<file path="src/rtl/alu_mult_seq.sv">
// Shift-and-add sequencer for an unsigned W x W -> 2W multiply. It processes one
// multiplier bit per clock and uses an external combinational ALU for the adds.
module alu_mult_seq #(
  parameter int         W        = 32,
  parameter logic [1:0] SEL_ADD  = 2'b10,
  parameter logic       ADD_BINV = 1'b1
) (
  input  logic           clk,
  input  logic           reset_n,
  input  logic           start,
  input  logic           abort,
  input  logic [W-1:0]   a,
  input  logic [W-1:0]   b,
  output logic           busy,
  output logic           done,
  output logic [2*W-1:0] product,
  output logic [W-1:0]   alu_in1,
  output logic [W-1:0]   alu_in2,
  output logic           alu_binvert,
  output logic           alu_carryin,
  output logic [1:0]     alu_sel,
  input  logic [W-1:0]   alu_result,
  input  logic           alu_carryout
);

  localparam int CNT_W = $clog2(W);
  localparam logic [CNT_W-1:0] CNT_LAST = CNT_W'(W - 1);

  typedef enum logic [1:0] {IDLE, RUN, DONE} state_t;

  state_t           state;
  state_t           state_next;
  logic [W-1:0]     mcand;
  logic [W-1:0]     acc_hi;
  logic [W-1:0]     acc_lo;
  logic [CNT_W-1:0] cnt;

  always_ff @(posedge clk or negedge reset_n) begin
    if (!reset_n) begin
      state <= IDLE;
    end else begin
      state <= state_next;
    end
  end

  always_comb begin
    state_next = state;
    case (state)
      IDLE: if (start) state_next = RUN;
      RUN: begin
        if (abort) begin
          state_next = IDLE;
        end else if (cnt == CNT_LAST) begin
          state_next = DONE;
        end
      end
      DONE:    state_next = IDLE;
      default: state_next = IDLE;
    endcase
  end

  // acc_lo starts as the multiplier and is shifted out one bit per step, while product bits shift in from acc_hi.
  always_ff @(posedge clk or negedge reset_n) begin
    if (!reset_n) begin
      mcand   <= '0;
      acc_hi  <= '0;
      acc_lo  <= '0;
      cnt     <= '0;
      busy    <= 1'b0;
      done    <= 1'b0;
      product <= '0;
    end else begin
      done <= 1'b0;
      case (state)
        IDLE: begin
          if (start) begin
            mcand  <= a;
            acc_hi <= '0;
            acc_lo <= b;
            cnt    <= '0;
            busy   <= 1'b1;
          end
        end
        RUN: begin
          if (abort) begin
            busy <= 1'b0;
          end else begin
            if (acc_lo[0]) begin
              {acc_hi, acc_lo} <= {alu_carryout, alu_result, acc_lo[W-1:1]};
            end else begin
              {acc_hi, acc_lo} <= {1'b0, acc_hi, acc_lo[W-1:1]};
            end
            cnt <= cnt + CNT_W'(1);
          end
        end
        DONE: begin
          product <= {acc_hi, acc_lo};
          done    <= 1'b1;
          busy    <= 1'b0;
        end
        default: busy <= 1'b0;
      endcase
    end
  end

  assign alu_in1     = acc_hi;
  assign alu_in2     = mcand;
  assign alu_binvert = ADD_BINV;
  assign alu_carryin = 1'b0;
  assign alu_sel     = SEL_ADD;

endmodule

</file>
<file path="config.mk">
export PLATFORM = sky130hd
export DESIGN_NAME = alu_mult_seq
export DESIGN_NICKNAME = d
export VERILOG_FILES = /design/src/rtl/alu_mult_seq.sv
export SDC_FILE = /design/constraint.sdc
export NUM_CORES = 1
export LEC_CHECK = 0
export ABC_AREA = 0
export CAP_MARGIN = 15
export CORE_UTILIZATION = 30
export DETAILED_ROUTE_END_ITERATION = 8
export GPL_ROUTABILITY_DRIVEN = 0
export HOLD_SLACK_MARGIN = 0.05
export PLACE_DENSITY = 0.56
export SLEW_MARGIN = 20
export SYNTH_ARGS = -nofsm -noshare
export SYNTH_HDL_FRONTEND = slang
export SYNTH_SLANG_ARGS = --single-unit
</file>
<file path="constraint.sdc">
create_clock -name clk -period 2.7 [get_ports clk]
set_clock_uncertainty 0.1 [all_clocks]
set_input_delay 0.675 -clock clk [delete_from_list [all_inputs] [get_ports clk]]
set_output_delay 0.675 -clock clk [all_outputs]
set_load 0.03 [all_outputs]
</file>
Yosys cells after proc, flatten, opt, wreduce, memory -nomap -nowiden:

Cells that the tools add are included.

* register bits after elaboration: 169
* bits of input ports: 101
* output and inout port bits: 134
* word-level logic and storage cells: 41

* add/sub/neg operators: 1
* equal/unequal tests: 7
* multiplexer cells: 19
* reduce and logical (&&, ||, !) cells: 6

Operators by type and width (number)
* $mux W32: 6
* $pmux W32 S2: 2
* $mux W5: 2
* $pmux W5 S2: 1
* $mux W2: 3
* $ne A2 B2 Y1 const B: 3
* $reduce_and A2 Y1: 3
* $add A5 B1 Y5 const B: 1
* $eq A5 B5 Y1 const B: 1
* $pmux W2 S2: 1
* $mux W1: 3
* $ne A3 B3 Y1 const B: 1
* $reduce_and A3 Y1: 1
* $eq A2 B1 Y1 const B: 1
* $eq A2 B2 Y1 const B: 1
* $logic_not A2 Y1: 1
* $pmux W1 S2: 1
* $reduce_bool A2 Y1: 1

Depth between registers and ports, before layout:

* depth in word-level cells: 4
* mapped depth: 6
* mapped depth without buffers: 5

Least setup slack after synthesis:

No wires, ideal clock.

* path type: input to register
* start: input start
* end: register acc_hi[12], in the netlist alu_in1[12]
* library setup time: 0.145 ns
* arrival: 1.723 ns
* data required time: 2.455 ns
* setup slack: 0.732 ns
* stages: 6
* path buffers: 3
* path through: or3b_1 clkbuf_1 buf_2 buf_1 nand3_1 o31ai_2

* word-level cells in the longest chain between the ends: 2

Ends and longest elaborated chain
* from (decl): line 10 `input logic start,`
* $ne A2 B2 Y1 (no line)
* $reduce_and A3 Y1 (no line)
* to (signal assigned): line 89 `{acc_hi, acc_lo} <= {alu_carryout, alu_result, acc_lo[W-1:1]};`
* to (signal assigned): line 91 `{acc_hi, acc_lo} <= {1'b0, acc_hi, acc_lo[W-1:1]};`
* to (decl): line 34 `logic [W-1:0] acc_hi;`

No other way between the ends.
A chain may end at the register's enable or synchronous reset.

Worst setup path after layout:

* start: register acc_hi[3], in the netlist alu_in1[3]
* end: output alu_in1[3]

RTL lines
* to (decl): line 17 `output logic [W-1:0] alu_in1,`

No word-level cell between the ends.

==> impl_summary.log <==
[metrics] cell total after placement: 1060
[metrics] clock tree from TritonCTS: built
[metrics] count of fill cells added during filler insertion: 2180
[metrics] critical path endpoint category: output pin
[metrics] number of antenna-violating nets in the routed design: 0
[metrics] vias per std cell: 4.71
[metrics] final non-filler cell total: 1092
[metrics] Leak Pwr: 0.00467 µW
[metrics] Port Buf Inserts: 230
[metrics] total congestion overflow: 0
[metrics] post-DP HPWL: 13300 µm
[metrics] layout overhead on the synthesized area: 45.1%
[metrics] end point of the critical path: alu_in1[3]
[metrics] family with the most delay on the worst path: buffers and inverters
[metrics] cell internal power dissipation: 5120 µW
[metrics] category of the most critical setup path: flip-flop to output pin
[metrics] switching part of the total power: 33.9%
[metrics] Crit Reg-Reg Startpoint: state[0]
[metrics] global-route wire length before repair: 30200 µm
[metrics] Die X: 158 µm
[metrics] PostCTS Resize Cnt: 0
[metrics] data arrival at the endpoint of the critical path: 1.60 ns
[metrics] post-route cell area: 10500 µm²
[metrics] Yosys warning total: 0
[metrics] type of origin of the critical path: flip-flop
[metrics] buffers and inverters on the worst path: 1
[metrics] Distinct cells, synth: 28
[metrics] number of detailed-route iterations in the first pass: 6
[metrics] end of the worst register-to-register path: alu_in2[10]
[metrics] fraction of the cycle the final worst path needs: 88.0%
[metrics] Total Negative Setup Slacks: 0 ns
[metrics] initial antenna violation count: 0
[metrics] flop and latch count out of synthesis: 169
[metrics] initial cell density of the core: 30.8%
[metrics] number of logic stages on the critical path including buffering: 1
[metrics] post-synthesis sequential area ratio: 58.2%
[metrics] post-layout minimum cycle time: 2.38 ns
[metrics] routed wire length: 18600 µm
[metrics] Clock Latency Late Sink: 0.43 ns
[metrics] unrepaired setup endpoints after global routing: false
[metrics] clock share of power: 30.7%
[metrics] hold violation count in the final report: 0
[metrics] post-placement setup slack: 0.126 ns
[metrics] number of violations of the max-capacitance limit: 0
[metrics] CP Cell Sequence: clkdlybuf4s50_1
[metrics] drt wl/cell: 17.1 µm
[metrics] Synth Flop Type: dfrtp_1
[metrics] via count of the first global-routing pass: 5478
[metrics] endpoints failing setup: 0
[metrics] I/O pins: 235
[metrics] Achievable Freq: 421 MHz
[metrics] PnR worst setup slack: 0.324 ns
[metrics] maximum number of pins on one net before global-route repair: 76
[metrics] CTS hold repair buffers: 0
[metrics] most frequent cells in the layout: 229 x clkdlybuf4s50_1, 168 x dfrtp_1, 97 x mux2_2
[metrics] net count reported at finish: 863
[metrics] remaining design rule violation count: 0
[metrics] maximum fanout encountered on the critical timing path: 4
[metrics] total routing resource utilization after global routing: 15.7%
[metrics] launching element of the worst setup path: alu_in1[3]
[metrics] Worst Max-Slew Pin Slew: 0.769 ns
[metrics] Die Y-Extent: 158 µm
[metrics] Reg power frac: 42.5%
[metrics] highest-delay cell along the critical path: clkdlybuf4s50_1
[metrics] total via count in the routed design: 5142
[metrics] Die Footprint: 24900 µm²
[metrics] total number of clock tree sinks: 169
[metrics] ratio of cells with drive above 1 in the final layout: 23.7%
[metrics] power density normalized to cell area: 735 nW/µm²
[metrics] post-route worst hold slack: 0.181 ns
[metrics] Mean Syn Cell Area: 13.5 µm²
[metrics] clock transition at the register clock pins on the worst setup and hold paths after CTS: 0.07 ns
[metrics] placed cell areas: 9970 µm²
[metrics] initial DRC count: 167
[metrics] number of synthesized flops with an enable pin: 0
[metrics] slack of the worst reg-to-reg path: 0.81 ns
[metrics] critical path's largest stage delay: 0.71 ns
[metrics] Clk Tree Root Cell: clkbuf_16
[metrics] R2R cell count: 3
[metrics] Post-synth ARST share: 100%
[metrics] peak supply drop: 0.400 mV
[metrics] core area: 23600 µm²
[metrics] worst-case headroom to the max-slew limit: 48.7%
[metrics] post-CTS setup buffer count: 0
[metrics] FP Rows: 56
[metrics] worst min-delay path category: input port to async pin
[metrics] result of the run: complete, no violations
[metrics] most common library cell in the layout ignoring fill and taps: clkdlybuf4s50_1
[metrics] instance count of the mapped netlist: 539
[metrics] maximum root-to-sink buffer count: 2
[metrics] Clock H-tree levels: 4
[metrics] worst path required time: 1.92 ns
[metrics] number of buffers added by the clock tree synthesis step: 17
[metrics] Comb pwr share: 26.9%
[metrics] Net Switching: 2620 µW
[metrics] number of diodes added for antenna fixing: 0
[metrics] post-synthesis instance area: 7270 µm²
[metrics] total count of max-transition violations in the final report: 0
cell type report:
type | count | area, µm² | area share (%)
tap | 319 | 399 | 3.78
sequential | 169 | 4230 | 40.1
clock buffer | 17 | 425 | 4.03
timing repair buffer | 248 | 2510 | 23.8
clock inverter | 15 | 155 | 1.47
inverter | 3 | 11.3 | 0.107
multi-input combinational | 321 | 2810 | 26.7
cell usage after synthesis (3+ instances only):
cell type  count  share of area (%)
o31ai_1        6               0.62
dfrtp_1      169                 58
buf_6          4               0.62
mux2_2        97                 15
inv_1          3               0.15
nand2b_1       4               0.34
nor2_1         3               0.15
nand3_1       66                4.5
buf_2         15                1.0
clkbuf_1      16               0.83
o31ai_2       28                4.8
o21ai_0       33                2.3
buf_4          4               0.41
buf_1          9               0.46
mux2i_1       63                8.7
a21oi_1        4               0.28
sequential cells by signal, summed over array words and instances (netlist names):
register	flops
product	64
acc_lo	32
alu_in1	32
alu_in2	32
cnt	5
state	2
busy	1
done	1
power groups by stage:
stage / combinational (µW) / sequential (µW) / clock, µW
floorplan: 880 / 3620 / 0
global placement: 2070 / 3330 / 0
detailed placement: 2110 / 3340 / 0
CTS: 2110 / 3300 / 2460
global route: 2240 / 3360 / 2570
finish: 2080 / 3290 / 2370
worst min-delay path by stage:
stage | depth (start not counted) | end | start | slack, ns
after floorplan | 0 | acc_lo[0] | reset_n | 0.28
after global placement | 1 | cnt[3] | cnt[3] | 0.36
after detailed placement | 1 | product[61] | product[61] | 0.39
after CTS | 1 | alu_in2[4] | reset_n | 0.21
after global routing | 1 | alu_in2[4] | reset_n | 0.23
final | 1 | alu_in2[4] | reset_n | 0.18
stage by stage:
stage               utilization [%]  total power [µW]
floorplan                         -              4500
global placement               42.2              5400
detailed placement             42.2              5450
CTS                            44.7              7870
global route                   44.7              8180
finish                         44.7              7750
cells by family (layout without fill, tap and decap cells):
logic type | count (synthesis) | count (layout) | synth area share (%)
flops | 169 | 169 | 58.2
mux | 160 | 160 | 23.7
simple gates | 81 | 81 | 5.84
compound gates | 74 | 74 | 8.31
buf+inv | 51 | 283 | 3.51
fa+ha+maj | 2 | 2 | 0.344
other cells | 2 | 4 | 0.103
metal layers:
layer  routed length [µm]  vias up  global-route usage, %
li1                     -     2402                      -
met1                 8650     2577                   20.6
met2                 8900      155                   25.7
met3                  992        8                   4.02
met4                   90        0                   3.56
met5                    0        -                      0
No activity file was read; power rests on OpenSTA's default activity.
